File: src/rtl/zx81_tape_player_if.sv
// ---------------------------------------------------------------------------
// zx81_tape_player_if
// Control, tape RAM read and tape line signals of the ZX81 tape player.
//   ce        : timing enable (one tick per ce=1 cycle, 6.5 MHz pacing)
//   start     : one-clk playback request
//   stop      : one-clk abort
//   tape_len  : number of bytes to play, sampled on start
//   rd_addr   : tape RAM read address (from player)
//   rd_data   : tape RAM data, registered sync RAM (to player)
//   tape_out  : 1 = pulse present on the tape line
//   busy      : playback in progress
//   done      : one-clk pulse at the end of playback
// Modports: master = host/RAM side, slave = player.
// ---------------------------------------------------------------------------
interface zx81_tape_player_if #(
  parameter int ADDR_W = 14
);
  logic              ce;
  logic              start;
  logic              stop;
  logic [ADDR_W-1:0] tape_len;
  logic [ADDR_W-1:0] rd_addr;
  logic [7:0]        rd_data;
  logic              tape_out;
  logic              busy;
  logic              done;

  modport master (
    output ce, start, stop, tape_len, rd_data,
    input  rd_addr, tape_out, busy, done
  );

  modport slave (
    input  ce, start, stop, tape_len, rd_data,
    output rd_addr, tape_out, busy, done
  );
endinterface

File: src/rtl/zx81_tape_player.sv
// ---------------------------------------------------------------------------
// zx81_tape_player
// Real-speed ZX81 tape transmitter. Reads bytes of a .p image from tape RAM
// and serialises them MSB first as pulse trains: a 0 bit is 4 pulses, a 1 bit
// is 9 pulses, each bit followed by a silent gap. A silent leader precedes
// the first byte.
// Ports:
//   clk_sys : system clock
//   reset_n : asynchronous active-low reset
//   io_bus  : zx81_tape_player_if.slave (ce, start, stop, tape_len,
//             rd_addr, rd_data, tape_out, busy, done)
// Optional build macro TAPE_NAME_EN: when defined, a synthetic name byte
// 8'h80 (empty name, terminator bit set) is sent after the leader and before
// RAM byte 0, without a RAM read; rd_addr stays 0 for that byte.
// ---------------------------------------------------------------------------
module zx81_tape_player #(
  parameter int ADDR_W         = 14,
  parameter int PULSE_HI_TICKS = 975,
  parameter int PULSE_LO_TICKS = 975,
  parameter int GAP_TICKS      = 8450,
  parameter int LEADER_TICKS   = 3250000
) (
  input  logic                 clk_sys,
  input  logic                 reset_n,
  zx81_tape_player_if.slave    io_bus
);

  localparam int MAX_A     = (PULSE_HI_TICKS > PULSE_LO_TICKS) ? PULSE_HI_TICKS : PULSE_LO_TICKS;
  localparam int MAX_B     = (GAP_TICKS > LEADER_TICKS) ? GAP_TICKS : LEADER_TICKS;
  localparam int MAX_TICKS = (MAX_A > MAX_B) ? MAX_A : MAX_B;
  localparam int CNT_W     = $clog2(MAX_TICKS + 1);

  typedef enum logic [2:0] {
    S_IDLE, S_LEADER, S_FETCH, S_PULSE_HI, S_PULSE_LO, S_GAP, S_DONE
  } state_t;

  state_t            r_state;
  logic [CNT_W-1:0]  r_cnt;
  logic [ADDR_W-1:0] r_len;
  logic [ADDR_W-1:0] r_idx;
  logic [ADDR_W-1:0] r_rd_addr;
  logic [7:0]        r_sr;
  logic [2:0]        r_bc;
  logic [3:0]        r_pc;
  logic              r_fcnt;
  logic              r_tape_out;
  logic              r_busy;
  logic              r_done;
`ifdef TAPE_NAME_EN
  logic              r_name;
`endif

  logic [CNT_W-1:0]  w_last_tick;
  logic              w_timed;
  logic              w_phase_end;
  logic [ADDR_W-1:0] w_idx_inc;
  logic [3:0]        w_pc_next;

  // Terminal count of the current timed phase
  always_comb begin
    w_last_tick = '0;
    w_timed     = 1'b1;
    case (r_state)
      S_LEADER:   w_last_tick = CNT_W'(LEADER_TICKS - 1);
      S_PULSE_HI: w_last_tick = CNT_W'(PULSE_HI_TICKS - 1);
      S_PULSE_LO: w_last_tick = CNT_W'(PULSE_LO_TICKS - 1);
      S_GAP:      w_last_tick = CNT_W'(GAP_TICKS - 1);
      default:    w_timed     = 1'b0;
    endcase
  end

  assign w_phase_end = w_timed && io_bus.ce && (r_cnt == w_last_tick);
  assign w_idx_inc   = r_idx + ADDR_W'(1);
  // Pulse count of the bit that becomes MSB after the next shift
  assign w_pc_next   = r_sr[6] ? 4'd9 : 4'd4;

  always_ff @(posedge clk_sys or negedge reset_n) begin
    if (!reset_n) begin
      r_state    <= S_IDLE;
      r_cnt      <= '0;
      r_len      <= '0;
      r_idx      <= '0;
      r_rd_addr  <= '0;
      r_sr       <= '0;
      r_bc       <= '0;
      r_pc       <= '0;
      r_fcnt     <= 1'b0;
      r_tape_out <= 1'b0;
      r_busy     <= 1'b0;
      r_done     <= 1'b0;
`ifdef TAPE_NAME_EN
      r_name     <= 1'b0;
`endif
    end else if (io_bus.stop) begin
      // Abort wins over everything, including a simultaneous start
      r_state    <= S_IDLE;
      r_cnt      <= '0;
      r_fcnt     <= 1'b0;
      r_rd_addr  <= '0;
      r_tape_out <= 1'b0;
      r_busy     <= 1'b0;
      r_done     <= 1'b0;
`ifdef TAPE_NAME_EN
      r_name     <= 1'b0;
`endif
    end else begin
      r_done <= 1'b0;
      // Tick counter: advances on ce, clears on the terminal tick
      if (w_timed && io_bus.ce)
        r_cnt <= w_phase_end ? '0 : r_cnt + CNT_W'(1);

      case (r_state)
        S_IDLE: begin
          if (io_bus.start) begin
            r_len     <= io_bus.tape_len;
            r_idx     <= '0;
            r_cnt     <= '0;
            r_rd_addr <= '0;
            r_busy    <= 1'b1;
            r_state   <= S_LEADER;
          end
        end

        S_LEADER: begin
          if (w_phase_end) begin
`ifdef TAPE_NAME_EN
            r_name     <= 1'b1;
            r_sr       <= 8'h80;
            r_bc       <= 3'd7;
            r_pc       <= 4'd9;
            r_tape_out <= 1'b1;
            r_state    <= S_PULSE_HI;
`else
            if (r_len == '0) begin
              r_done  <= 1'b1;
              r_busy  <= 1'b0;
              r_state <= S_DONE;
            end else begin
              r_rd_addr <= r_idx;
              r_fcnt    <= 1'b0;
              r_state   <= S_FETCH;
            end
`endif
          end
        end

        // Address was driven on entry; the RAM output is valid on the
        // second edge after that, so sample on the second FETCH cycle.
        S_FETCH: begin
          if (!r_fcnt) begin
            r_fcnt <= 1'b1;
          end else begin
            r_fcnt     <= 1'b0;
            r_sr       <= io_bus.rd_data;
            r_bc       <= 3'd7;
            r_pc       <= io_bus.rd_data[7] ? 4'd9 : 4'd4;
            r_tape_out <= 1'b1;
            r_state    <= S_PULSE_HI;
          end
        end

        S_PULSE_HI: begin
          if (w_phase_end) begin
            r_tape_out <= 1'b0;
            r_state    <= S_PULSE_LO;
          end
        end

        S_PULSE_LO: begin
          if (w_phase_end) begin
            r_pc <= r_pc - 4'd1;
            if (r_pc == 4'd1) begin
              r_state <= S_GAP;
            end else begin
              r_tape_out <= 1'b1;
              r_state    <= S_PULSE_HI;
            end
          end
        end

        S_GAP: begin
          if (w_phase_end) begin
            if (r_bc != 3'd0) begin
              r_sr       <= {r_sr[6:0], 1'b0};
              r_bc       <= r_bc - 3'd1;
              r_pc       <= w_pc_next;
              r_tape_out <= 1'b1;
              r_state    <= S_PULSE_HI;
`ifdef TAPE_NAME_EN
            end else if (r_name) begin
              // Name byte finished: idx stays 0 for the first RAM byte
              r_name <= 1'b0;
              if (r_len == '0) begin
                r_done  <= 1'b1;
                r_busy  <= 1'b0;
                r_state <= S_DONE;
              end else begin
                r_rd_addr <= r_idx;
                r_fcnt    <= 1'b0;
                r_state   <= S_FETCH;
              end
`endif
            end else begin
              r_idx <= w_idx_inc;
              if (w_idx_inc == r_len) begin
                r_done  <= 1'b1;
                r_busy  <= 1'b0;
                r_state <= S_DONE;
              end else begin
                r_rd_addr <= w_idx_inc;
                r_fcnt    <= 1'b0;
                r_state   <= S_FETCH;
              end
            end
          end
        end

        S_DONE: begin
          r_state <= S_IDLE;
        end

        default: r_state <= S_IDLE;
      endcase
    end
  end

  assign io_bus.rd_addr  = r_rd_addr;
  assign io_bus.tape_out = r_tape_out;
  assign io_bus.busy     = r_busy;
  assign io_bus.done     = r_done;

endmodule

File: src/flat_wrapper.sv
// flat-port wrapper written by rule: the top's interface ports become plain ports
module zx81_tape_player_flat 
#(
  parameter int ADDR_W         = 14,
  parameter int PULSE_HI_TICKS = 975,
  parameter int PULSE_LO_TICKS = 975,
  parameter int GAP_TICKS      = 8450,
  parameter int LEADER_TICKS   = 3250000
)
  (clk_sys, reset_n, io_bus_ce, io_bus_start, io_bus_stop, io_bus_tape_len, io_bus_rd_data, io_bus_rd_addr, io_bus_tape_out, io_bus_busy, io_bus_done);
  zx81_tape_player_if #(.ADDR_W(ADDR_W)) io_bus_i ();
  input  logic clk_sys;
  input  logic reset_n;
  input wire logic [$bits(io_bus_i.ce)-1:0] io_bus_ce;
  input wire logic [$bits(io_bus_i.start)-1:0] io_bus_start;
  input wire logic [$bits(io_bus_i.stop)-1:0] io_bus_stop;
  input wire logic [$bits(io_bus_i.tape_len)-1:0] io_bus_tape_len;
  input wire logic [$bits(io_bus_i.rd_data)-1:0] io_bus_rd_data;
  output wire logic [$bits(io_bus_i.rd_addr)-1:0] io_bus_rd_addr;
  output wire logic [$bits(io_bus_i.tape_out)-1:0] io_bus_tape_out;
  output wire logic [$bits(io_bus_i.busy)-1:0] io_bus_busy;
  output wire logic [$bits(io_bus_i.done)-1:0] io_bus_done;
  assign io_bus_i.ce = io_bus_ce;
  assign io_bus_i.start = io_bus_start;
  assign io_bus_i.stop = io_bus_stop;
  assign io_bus_i.tape_len = io_bus_tape_len;
  assign io_bus_i.rd_data = io_bus_rd_data;
  assign io_bus_rd_addr = io_bus_i.rd_addr;
  assign io_bus_tape_out = io_bus_i.tape_out;
  assign io_bus_busy = io_bus_i.busy;
  assign io_bus_done = io_bus_i.done;
  zx81_tape_player #(.ADDR_W(ADDR_W), .PULSE_HI_TICKS(PULSE_HI_TICKS), .PULSE_LO_TICKS(PULSE_LO_TICKS), .GAP_TICKS(GAP_TICKS), .LEADER_TICKS(LEADER_TICKS)) u_core (.clk_sys(clk_sys), .reset_n(reset_n), .io_bus(io_bus_i));
endmodule
File: config.mk
export PLATFORM = sky130hd
export DESIGN_NAME = zx81_tape_player_flat
export DESIGN_NICKNAME = d
export VERILOG_FILES = /design/src/rtl/zx81_tape_player_if.sv /design/src/rtl/zx81_tape_player.sv /design/src/flat_wrapper.sv
export SDC_FILE = /design/constraint.sdc
export NUM_CORES = 1
export LEC_CHECK = 0
export ABC_AREA = 1
export BUFFER_PORTS_ARGS = -buffer_cell sky130_fd_sc_hd__buf_2
export CAP_MARGIN = 10
export CORE_MARGIN = 5
export CORE_UTILIZATION = 50
export DETAILED_ROUTE_END_ITERATION = 16
export PLACE_DENSITY = 0.69
export SYNTH_ARGS = -nofsm -noshare
export SYNTH_HDL_FRONTEND = slang
export SYNTH_SLANG_ARGS = --single-unit
File: constraint.sdc
create_clock -name clk_sys -period 3.8 [get_ports clk_sys]
set_clock_uncertainty 0.15 [all_clocks]
set_input_delay 0.57 -clock clk_sys [delete_from_list [all_inputs] [get_ports clk_sys]]
set_output_delay 0.57 -clock clk_sys [all_outputs]
set_load 0.02 [all_outputs]
* Word-level counts from Yosys, hierarchy flattened
Index checks and enable logic that the tools add are counted.
** Word-level totals
- Memory bits (read-only) :: 0
- Bits of input ports :: 27
- Word-level logic and storage cells :: 142
- Memory bits (writable) :: 0
- Memories :: 0
- Bits in registers :: 85
- Output and inout port bits :: 17
- Bits in latches :: 0
** Operators by class
- $mul :: 0
- Reduce and logical (&&, ||, !) cells :: 22
- Multiplexer cells :: 76
- Add/sub/neg operators :: 4
- Bitwise operators :: 1
- Divide/modulo/power cells :: 0
- Magnitude comparators :: 0
- Equality and inequality tests :: 27
- Shifts and indexed selects :: 0
** Operators with widths (count)
- $mux 14 :: 9
- $mux 22 :: 5
- $pmux 22 s3 :: 1
- $mux 3 :: 14
- $pmux 14 s3 :: 1
- $mux 1 :: 28
- $pmux 14 s2 :: 1
- $mux 4 :: 6
- $ne 3x2->1 const B :: 8
- $add 22x1->22 const B :: 1
- $eq 22x22->1 :: 1
- $mux 7 :: 3
- $reduce_and 7->1 :: 3
- $pmux 3 s6 :: 1
- $reduce_and 6->1 :: 3
- $ne 3x3->1 const B :: 5
- $add 14x1->14 const B :: 1
- $eq 14x14->1 :: 1
- $logic_not 14->1 :: 1
- $pmux 7 s2 :: 1
- $pmux 4 s3 :: 1
- $reduce_and 5->1 :: 2
- $ne 2x1->1 const B :: 4
- $reduce_bool 4->1 :: 2
- other kinds (20) :: 27

* Logic depth before layout (Yosys ltp)
Gate-level depths: netlist of the first run.
- Word-level depth :: 10
- Mapped depth :: 18
- Gate-level depth less buffers :: 16

* Worst setup path before layout of the first run
OpenSTA, ideal clock, no wires.
- Kind :: input to register
- Start :: input port io_bus_stop
- End :: register u_core.r_len[10]
- Library setup time :: 0.133 ns
- Data required time :: 3.517 ns
- Arrival :: 1.918 ns
- Slack :: 1.600 ns
- Cell stages on the path :: 7
- Path through :: clkbuf_1 inv_1 clkbuf_1 nand3_1 clkbuf_1 clkbuf_1 a21oi_1
** Between the ends
- Longest elaborated chain between the ends :: 2
** RTL lines
- start: declaration :: RTL line flat_wrapper.sv:16 : input wire logic [$bits(io_bus_i.stop)-1:0] io_bus_stop;
- $not 1->1 (no source line)
- $reduce_and 3->1 (no source line)
- end signal: assignment :: RTL line zx81_tape_player.sv:115 : r_len <= io_bus.tape_len;
- end: declaration :: RTL line zx81_tape_player.sv:39 : logic [ADDR_W-1:0] r_len;
Every way passes these cells.
A chain may end at the register's enable or synchronous reset.

* Worst setup path after layout of the first run
- Start :: register u_core.r_state[1]
- End :: register u_core.r_idx[2]
** Between the ends
- Longest elaborated chain between the ends :: 7
- Elaborated cells on any way between the ends :: 18
** RTL lines
- start: declaration :: RTL line zx81_tape_player.sv:37 : state_t r_state;
- start signal: assignment :: RTL line zx81_tape_player.sv:79 : r_state <= S_IDLE;
- start signal: assignment :: RTL line zx81_tape_player.sv:96 : r_state <= S_IDLE;
- start signal: assignment :: RTL line zx81_tape_player.sv:120 : r_state <= S_LEADER;
- $eq 3x2->1 (tied with other cells) :: RTL line zx81_tape_player.sv:63 : case (r_state)
- $reduce_or 2->1 (no source line) or $reduce_or 4->1 (tied branches)
- $pmux 22 s3 or $mux 1 (tied branches) :: RTL line zx81_tape_player.sv:63
- $eq 22x22->1 or $logic_and 1x1->1 (tied branches) :: RTL line zx81_tape_player.sv:72 : assign w_phase_end = w_timed && io_bus.ce && (r_cnt == w_last_tick);
- $logic_and 1x1->1 :: RTL line zx81_tape_player.sv:72
- $ne 2x1->1 (no source line)
- $reduce_and 5->1 (no source line)
- end signal: assignment :: RTL line zx81_tape_player.sv:204 : r_idx <= w_idx_inc;
- end: declaration :: RTL line zx81_tape_player.sv:40 : logic [ADDR_W-1:0] r_idx;
Parallel ways exist; a longest one is shown, timed or not.

==> results of run 1 <==
## worst max path at each step
stage	from	endpoint	slack, ns	cells after the start
floorplan	io_bus_stop	u_core.r_len[10]	1.60	7
global placement	u_core.r_state[1]	u_core.io_bus.rd_addr[3]	1.07	13
detailed placement	u_core.r_state[1]	u_core.io_bus.rd_addr[10]	0.96	13
CTS	u_core.r_state[1]	u_core.io_bus.rd_addr[10]	0.94	13
global route	u_core.r_state[1]	u_core.io_bus.rd_addr[9]	0.67	13
finish	u_core.r_state[1]	u_core.r_idx[2]	0.90	10
## power groups by stage
| stage | clock, mW | sequential (mW) | combinational [mW] |
|---|---|---|---|
| after floorplan | 0 | 1.18 | 0.920 |
| after global placement | 0 | 1.21 | 1.06 |
| after detailed placement | 0 | 1.22 | 1.10 |
| after CTS | 0.723 | 1.20 | 1.10 |
| after global routing | 0.754 | 1.23 | 1.26 |
| final | 0.692 | 1.20 | 1.10 |
## per-layer routing
| layer | wire length (um) | share of wire, % | global-route usage [%] | vias to the layer above |
|---|---|---|---|---|
| met1 | 5830 | 43 | 26.6 | 2416 |
| li1 | - | - | - | 2638 |
| met3 | 625 | 4.6 | 4.05 | 25 |
| met5 | 0 | 0 | 0 | - |
| met4 | 348 | 2.5 | 9.62 | 0 |
| met2 | 6860 | 50 | 37.3 | 115 |
## state kept, by name, summed over array words and instances (netlist names)
signal / flops
u_core.r_state: 3
u_core.io_bus.done: 1
u_core.r_pc: 4
u_core.r_bc: 3
u_core.r_len: 14
u_core.io_bus.rd_addr: 14
u_core.r_idx: 14
u_core.io_bus.tape_out: 1
u_core.r_sr: 7
u_core.io_bus.busy: 1
u_core.r_cnt: 22
u_core.r_fcnt: 1
## cells by family (layout without fill, tap and decap cells)
| kind of cell | after synthesis | in the layout |
|---|---|---|
| AOI/OAI and AO/OA | 104 | 104 |
| xor gates and xnor gates | 7 | 7 |
| adders and majority gates | 6 | 6 |
| buffers and inverters | 114 | 152 |
| DFF | 85 | 85 |
| muxes | 6 | 6 |
| and+or+nand+nor | 470 | 470 |
## placed cells by master, fill, tap and decap left out, drive strengths merged, types with 2 or more instances in the layout
cell type and n:
ha 6, nand3 66, xor2 7, clkbuf 9, nand4 32, or2 2, o22ai 2, nor3 9
o31ai 3, nand2 252, nand3b 2, a21oi 41, a211oi 3, nor3b 3, mux2i 6, dfrtp 85
buf 45, o221ai 3, nor2 103, inv 95, o21ai 45
## cell type report
class	count	area, um2
clock buffer	9	124
tap	140	175
fill	1080	4820
sequential	85	2130
inverter	91	342
multi-input combinational	593	2940
timing repair buffer	45	233
clock inverter	7	81.3
## metrics by stage
| stage | worst slack, ns | std cells | util [%] | area [um2] | hold WS (ns) |
|---|---|---|---|---|---|
| detailed placement | 0.960 | 954 | 53.6 | 5810 | 0.312 |
| floorplan | 1.60 | 792 | - | 5540 | 0.124 |
| CTS | 0.942 | 970 | 55.5 | 6020 | 0.259 |
| global placement | 1.07 | 954 | 53.6 | 5810 | 0.303 |
| global route | 0.667 | 970 | 55.5 | 6020 | 0.286 |
| finish | 0.903 | 970 | 55.5 | 6020 | 0.179 |
==> results.md, run 1 <==
* Register area share after synthesis at 38.4%
* Clk sinks at 85
* Synth Flop Type: dfrtp_1
* Number of flops mapped to enable cells by yosys at 0
* Initial Utilization at 51.1%
* Largest family of logic cells by synthesized area: simple AND/OR/NAND/NOR gates
* Simple-gate share of the synthesized area at 38.3%
* Worst setup SP type: flip-flop
* Post-Synthesis Cells at 792
* VDD IR-drop max at 0.302 mV
* Clock power share at 23.1%
* F_max at 345 MHz
* Net switching power figure at 1.25 mW
* Switching share of power at 41.9%
* Post-CTS sizing at 0
* CTS tree: built
* Compound-Gate Fraction of Synth Area at 11.2%
* Die height at 115 um
* Flops & latches, synth at 85
* Vias in the first global route at 5075
* Root buffer cell: clkbuf_8
* Dpl hpwl at 10.2 mm
* Pleak at 2.98 nW
* Slew @ Worst Pin at 1.08 ns
* Syn_nets at 825
* FF-to-FF Start: u_core.r_state[1]
* Final period utilization at 76.2%
* CP arrival at 3.04 ns
* Port buffer count at 43
* Row count at 38
* Pins Over Slew Limit at 0
* Depth of the CTS H-tree at 3
* Number of buffers created by CTS at 9
* Crit path max fanout at 28
* Top-count cell post-synth: nand2_1
* Top cells by area, synth: dfrtp_1, nand2_1, nor2_1, inv_1, nand3_1
* Total die area at 0.0133 mm2
* # DRC at 0
* Async S/R FF share, synth at 100%
* Min-delay worst type: input pin to async pin
* Routed wire length at 13.7 mm
* Mux cell area share after synthesis at 1.08%
* Sequential share of power at 40.1%
* Comb pwr share at 36.8%
* Most frequent cells after synthesis: nand2_1, nor2_1, inv_1
* Synth warn at 0
* Vias at 5194
* PD cells at 497 mW/mm2
* Antenna diodes at 0
* Fin. Hold Viols at 0
* CP max stage delay at 0.54 ns
* CTS Hold Bufs at 0
* Setup TNS at 0 ns
* Post-route ant nets at 0
* Setup Viol. Count Final at 0
* TritonRoute pass-1 iters at 5
* Final nets at 858
* Syn_area_per_cell at 6.99 um2
* Unrepaired setup endpoints after global routing: no
* GPL Wtd Cong at 0.902
* Core region area at 0.0108 mm2
* Total Power at 2.99 mW
* Largest net degree at the start of global routing at 86
* CP Data Required Time at 3.95 ns
* Crit path max-delay family: simple AND/OR/NAND/NOR gates
* Global-route usage over all layers at 21.7%
* GR Overflow Total at 0
* Leading area contributor after synthesis: dfrtp_1
* Buf+Inv Stages, Crit Path at 2
* Capturing point of the worst reg2reg path: u_core.r_idx[2]
* WS Path Type: flip-flop to flip-flop
* Iteration-0 DRC count of the detailed router at 410
* Vias per cell at 5.35
* CP Capture Type: flip-flop
* Layout area overhead at 8.68%
* Int Pwr at 1.74 mW
* Synth Area in Adders at 1.36%
* Post-synthesis xor/xnor area fraction at 1.11%
* DR WL/cell at 14.1 um
* Reg2reg setup slack at 0.90 ns
* Synth Cell Area at 0.00554 mm2
* Min cycle time layout at 2.90 ns
* Status: finished, final reports clean
* Die width at 115 um
* Slew margin rel. at 28.3%
* Worst-skew pair later-pin latency at 0.39 ns
* Synth top area share at 38.4%
* Post-CTS Setup Bufs at 0
* Layout cells sized above 1 at 12.8%
* Slowest-stage cell, CP: dfrtp_1
* CTS clk-pin slew, worst paths at 0.10 ns
* Max Cap Viol at 0
* Crit path cell chain: inv_2 -> nand3_2 -> inv_1 -> nor2_1 -> nor2_1 -> nor2_1 -> nand3_2 -> nand2_1 -> nand3_2 -> o31ai_1
* Post-synthesis cell type count at 44
* CTS Buffer Depth at 2
* Antenna violations before repair at 0
* I/O pin count at 44
* First-pass GRT wire length at 23.0 mm
* R2R cell count at 10
Power figures use the tool's default switching activity.
==> run 2: changes to the inputs <==
ABC_AREA = 0   (was 1)
PLACE_DENSITY = 0.7   (was 0.69)
clock period = 2.9 ns   (was 3.8 ns; I/O delays follow)
==> results.md, run 2 <==
* Layout area overhead at 13.9%
* Core region area at 0.0104 mm2
* Die width at 113 um
* Synth Cell Area at 0.00532 mm2
* Post-synthesis cell type count at 74
* Fillcell total at 947
* Row count at 37
* FF-to-FF Start: u_core.r_state[2]
* Vias per cell at 5.70
* Fin cells at 790
* I/O pin count at 44
* Most common cell after layout, fill and taps aside: nand2_1
* Total die area at 0.0128 mm2
* Largest net degree at the start of global routing at 51
* Depth of the CTS H-tree at 3
* Synth warn at 0
* Die height at 113 um
* Comb pwr share at 32.9%
* WS Path Type: flip-flop to flip-flop
* Global-route usage over all layers at 20.3%
* Root buffer cell: clkbuf_8
* GPL Wtd Cong at 0.926
* Most frequent cells after synthesis: nand2_1, dfrtp_1, nor2_1
* Synth top area share at 40.0%
* Max Cap Viol at 0
* Fin. Hold Viols at 0
* Clock power share at 20.7%
* Reg2reg setup slack at 0.02 ns
* Hold path startpoint: io_bus_tape_len[6]
* Int Pwr at 2.27 mW
* CP arrival at 2.98 ns
* Final worst slack at 0.0215 ns
* Layout cells sized above 1 at 22.6%
* CP Data Required Time at 3.00 ns
* Top cells by area, synth: dfrtp_1, nand2_1, xnor2_1, mux2_2, nor2_1
* Vias in the first global route at 4366
* Routed wire length at 12.6 mm
* Synth Flop Type: dfrtp_1
* Net switching power figure at 1.29 mW
* F_max at 347 MHz
* PD cells at 586 mW/mm2
* Most frequent cells in the layout: nand2_1, dfrtp_1, nor2_1
* Number of buffers created by CTS at 9
* Min cycle time layout at 2.88 ns
* CTS Buffer Depth at 2
* Reg with most FFs: u_core.r_cnt
* First-pass GRT wire length at 21.2 mm
* Worst setup path start: u_core.r_state[2]
* Fin Hold WS at 0.151 ns
* Number of flops mapped to enable cells by yosys at 0
* Crit path max fanout at 12
* Pins Over Slew Limit at 0
* Min-delay worst type: input pin to flip-flop
* Final nets at 683
* Port buffer count at 43
* Total Power at 3.55 mW
* Capturing point of the worst reg2reg path: u_core.r_pc[3]
* Post-route ant nets at 0
* Setup Viol. Count Final at 0
* Unrepaired setup endpoints after global routing: yes
* Slew @ Worst Pin at 0.690 ns
* DR WL/cell at 16.0 um
* Async S/R FF share, synth at 100%
* GR Overflow Total at 0
* TritonRoute pass-1 iters at 5
* Worst setup SP type: flip-flop
* Flops & latches, synth at 85
* Antenna violations before repair at 0
* Pleak at 2.73 nW
* Final Core Density at 58.5%
* Leading area contributor after synthesis: dfrtp_1
* Worst-skew pair later-pin latency at 0.37 ns
* Initial Utilization at 51.3%
* Max reg flops at 22
* VDD IR-drop max at 0.499 mV
* Dpl ws at 0.0309 ns
* Top-count cell post-synth: nand2_1
* Syn_area_per_cell at 9.07 um2
* Slew margin rel. at 54.0%
* CP Capture Point: u_core.r_pc[3]
* Iteration-0 DRC count of the detailed router at 342
* Placed cell count at 769
* Final period utilization at 99.3%
* Antenna diodes at 0
* Dpl hpwl at 9.21 mm
* Clk sinks at 85
* CP Capture Type: flip-flop
* Syn_nets at 620
* Vias at 4505
* Sequential share of power at 46.4%
* # DRC at 0
* Switching share of power at 36.2%
* Status: finished, final reports clean
* Hold Crit Depth at 2
* Register area share after synthesis at 40.0%
* Post-Synthesis Cells at 587
* CTS clk-pin slew, worst paths at 0.08 ns
* CTS tree: built
* R2R cell count at 8
==> run 2: cell count changes in the layout (fill, tap and decap cells not counted), sizes merged, moves of 11 or more <==
cell    previous run  this run
a21oi             41        23
buf               45        85
inv               95        12
mux2               0        24
nand2            252        95
nand2b             0        11
nand3             66        20
nand4             32        11
nor2             103        63
nor3               9        20
o21ai             45        27
xnor2              0        34
xor2               7        19
==> run 2: critical path, cell delays in order (launching register included) <==
cell	delay, ns
dfrtp_1	0.50
or3b_1	0.42
a21oi_1	0.15
o22ai_1	0.16
buf_4	0.17
nor3_1	0.39
a31oi_1	0.23
a21oi_4	0.24
mux2_1	0.34
==> run 2: worst min path at each step <==
stage,to,slack (ns)
floorplan,u_core.io_bus.busy,-0.01
global placement,u_core.r_bc[0],0.31
detailed placement,u_core.r_bc[0],0.33
CTS,u_core.r_len[1],0.13
global route,u_core.r_len[3],0.14
finish,u_core.r_len[6],0.15
==> run 2: final cells by class <==
| cell class | instances | area (um2) | area share (%) |
|---|---|---|---|
| Tap cell | 136 | 170 | 2.81 |
| Clock buffer | 13 | 149 | 2.45 |
| Sequential cell | 85 | 2130 | 35.1 |
| Timing Repair Buffer | 86 | 564 | 9.30 |
| Multi-Input combinational cell | 455 | 2990 | 49.3 |
| Clock inverter | 2 | 10.0 | 0.165 |
| Inverter | 13 | 48.8 | 0.804 |
==> run 2: repair_timing <==
| item | in CTS | in global routing |
|---|---|---|
| cloned | 0 | 1 |
| pin swaps | 0 | 4 |
| setup endpoints to repair | 3 | 32 |
| gates resized for setup | 1 | 12 |
| setup buffers | 0 | 4 |
| endpoints found under the hold margin | 49 | 0 |
| hold buffers | 1 | 0 |
==> run 2: kinds of logic after synthesis <==
logic type	Yosys count	share of synthesized area, %
compound gates	96	12.2
xor+xnor	53	8.86
fa+ha+maj	6	1.41
buf+inv	47	4.72
flops	85	40.0
mux	40	8.08
simple gates	260	24.8
==> run 2: layer usage <==
layer	part of all wire, %	track usage (%)	vias to the layer above
met5	0	0	-
met4	1.9	7.45	0
met3	5.3	4.17	19
met2	46	32.5	134
met1	47	27.3	2172
li1	-	-	2180
==> run 2: power groups by stage <==
stage | sequential [mW] | combinational [mW] | clock, mW
after global placement | 1.66 | 1.10 | 0
after detailed placement | 1.66 | 1.14 | 0
after global routing | 1.68 | 1.29 | 0.799
after floorplan | 1.58 | 0.870 | 0
final | 1.65 | 1.17 | 0.734
after CTS | 1.64 | 1.15 | 0.759
==> run 2: stage by stage <==
step                TNS, ns  area, um2
floorplan                 0       5320
global placement          0       5810
detailed placement        0       5810
CTS                       0       5980
global route        -0.0612       6070
finish                    0       6070
==> run 3: changes to the inputs <==
MAX_ROUTING_LAYER = met4   (was unset)
==> results.md, run 3 (synthesis gave the netlist of run 2 again) <==
* Crit path max-delay family: simple AND/OR/NAND/NOR gates
* Depth of the CTS H-tree at 3
* GR Overflow Total at 0
* Most common cell after layout, fill and taps aside: nand2_1
* Row count at 37
* Layout area overhead at 14.5%
* Crit path max fanout at 10
* Slew margin rel. at 65.9%
* Max reg flops at 22
* Worst-skew pair later-pin latency at 0.37 ns
* Status: finished, final reports clean
* Fillcell total at 932
* Placed cell count at 768
* Pins Over Slew Limit at 0
* Sequential share of power at 45.8%
* I/O pin count at 44
* Total die area at 0.0128 mm2
* Number of buffers created by CTS at 9
* Reg with most FFs: u_core.r_cnt
* Pleak at 2.75 nW
* Vias in the first global route at 4287
* Crit path cell chain: nand3_2 -> or4_4 -> xnor2_4 -> or4_4 -> nor4_4 -> buf_4 -> o211a_4
* CP arrival at 2.99 ns
* Port buffer count at 43
* # DRC at 0
* TritonRoute pass-1 iters at 5
* WS Path Type: flip-flop to flip-flop
* Clock power share at 21.1%
* Post-route ant nets at 0
* Dpl hpwl at 9.16 mm
* CTS tree: built
* Antenna diodes at 0
* Switching share of power at 37.2%
* Final worst slack at 0.0638 ns
* Cell mode on critical path: or4_4
* Min cycle time layout at 2.84 ns
* Routed wire length at 12.5 mm
* Iteration-0 DRC count of the detailed router at 414
* F_max at 353 MHz
* Worst setup SP type: flip-flop
* CP Capture Type: flip-flop
* Max Cap Viol at 0
* Slowest-stage cell, CP: dfrtp_1
* Core region area at 0.0104 mm2
* Fin cells at 788
* Vias at 4483
* Antenna violations before repair at 0
* Final nets at 680
* CTS Buffer Depth at 2
* Buf+Inv Stages, Crit Path at 1
* CTS clk-pin slew, worst paths at 0.09 ns
* Largest net degree at the start of global routing at 52
* Layout cells sized above 1 at 23.3%
* Most frequent cells in the layout: nand2_1, dfrtp_1, nor2_1
* Net switching power figure at 1.34 mW
* Initial Utilization at 51.3%
* Clk sinks at 85
* First-pass GRT wire length at 21.4 mm
* Die width at 113 um
* Final period utilization at 97.8%
* Multi-input logic area at 0.00304 mm2
* Slew @ Worst Pin at 0.511 ns
* Comb pwr share at 33.1%
* CP max stage delay at 0.62 ns
* Fin. Hold Viols at 0
* CP Data Required Time at 3.06 ns
* Setup Viol. Count Final at 0
* Total Power at 3.61 mW
* Register area at 0.00213 mm2
* Die height at 113 um
* PD cells at 592 mW/mm2
* DR WL/cell at 15.8 um
* Min-delay worst type: input pin to flip-flop
* Global-route usage over all layers at 20.9%
* GPL Wtd Cong at 0.931
* VDD IR-drop max at 0.513 mV
* Vias per cell at 5.69
* Root buffer cell: clkbuf_8
* Int Pwr at 2.27 mW
* Dpl ws at 0.0897 ns
-- run 3: changes by cell type in the layout (fill, tap and decap cells not counted), sizes merged --
cell / delta
buf: -3
clkbuf: -4
clkinvlp: +3
inv: +1
clkinv: +1
-- run 3: area by class of cell --
| cell class | instances | share of cell area, % |
|---|---|---|
| Clock buffer | 9 | 2.03 |
| Multi-Input combinational cell | 455 | 49.8 |
| Inverter | 13 | 0.800 |
| Sequential cell | 85 | 34.9 |
| Timing Repair Buffer | 83 | 8.81 |
| Tap cell | 136 | 2.79 |
| Clock inverter | 7 | 0.821 |
-- run 3: path summary, 6_finish.rpt --
| path | from | to | slack [ns] | cells after the start |
|---|---|---|---|---|
| worst min register to register | u_core.r_bc[0] | u_core.r_bc[0] | 0.34 | 1 |
| max in group asynchronous | reset_n | u_core.r_state[1] | 1.54 | 3 |
| worst max register to register | u_core.r_idx[3] | u_core.io_bus.done | 0.06 | 7 |
| worst min-delay path | io_bus_tape_len[6] | u_core.r_len[6] | 0.14 | 2 |
| min in group asynchronous | reset_n | u_core.io_bus.rd_addr[5] | 0.42 | 2 |
| worst max-delay path | u_core.r_idx[3] | u_core.io_bus.done | 0.06 | 7 |
-- run 3: timing repair --
item / 4_1_cts / 5_1_grt
gates resized for setup: 0 / 15
hold buffers: 1 / 0
buffers inserted: 0 / 3
setup endpoints to repair: 0 / 25
hold endpoints to repair: 34 / 0
-- run 3: layer usage --
layer	share of wire [%]	wire length (um)	vias to the layer above	GRT usage [%]
li1	-	-	2171	-
met4	2.2	280	0	7.69
met5	0	0	-	-
met2	45	5570	140	31.0
met1	49	6080	2148	29.0
met3	4.4	549	24	3.21
-- run 3: worst reg2reg max path: cells and delay by family, from the launching register on --
kind	cells	cell delay (ns)
and+or+nand+nor	4	1.52
DFF	1	0.62
buffers and inverters	1	0.18
AOI/OAI and AO/OA	1	0.16
xor gates and xnor gates	1	0.16
-- run 3: power by group through the flow --
stage / combinational [mW] / sequential [mW] / clock [mW]
after floorplan: 0.870 / 1.58 / 0
after global placement: 1.10 / 1.65 / 0
after detailed placement: 1.13 / 1.67 / 0
after CTS: 1.14 / 1.65 / 0.790
after global routing: 1.32 / 1.69 / 0.837
final: 1.20 / 1.65 / 0.761
-- run 3: metrics by stage --
stage	instance area (um2)	util [%]	TNS [ns]	hold WS [ns]
floorplan	5320	-	0	-0.0106
global placement	5800	55.9	0	0.272
detailed placement	5800	55.9	0	0.282
CTS	5980	57.7	0	0.127
global route	6100	58.8	-0.0935	0.116
finish	6100	58.8	0	0.143
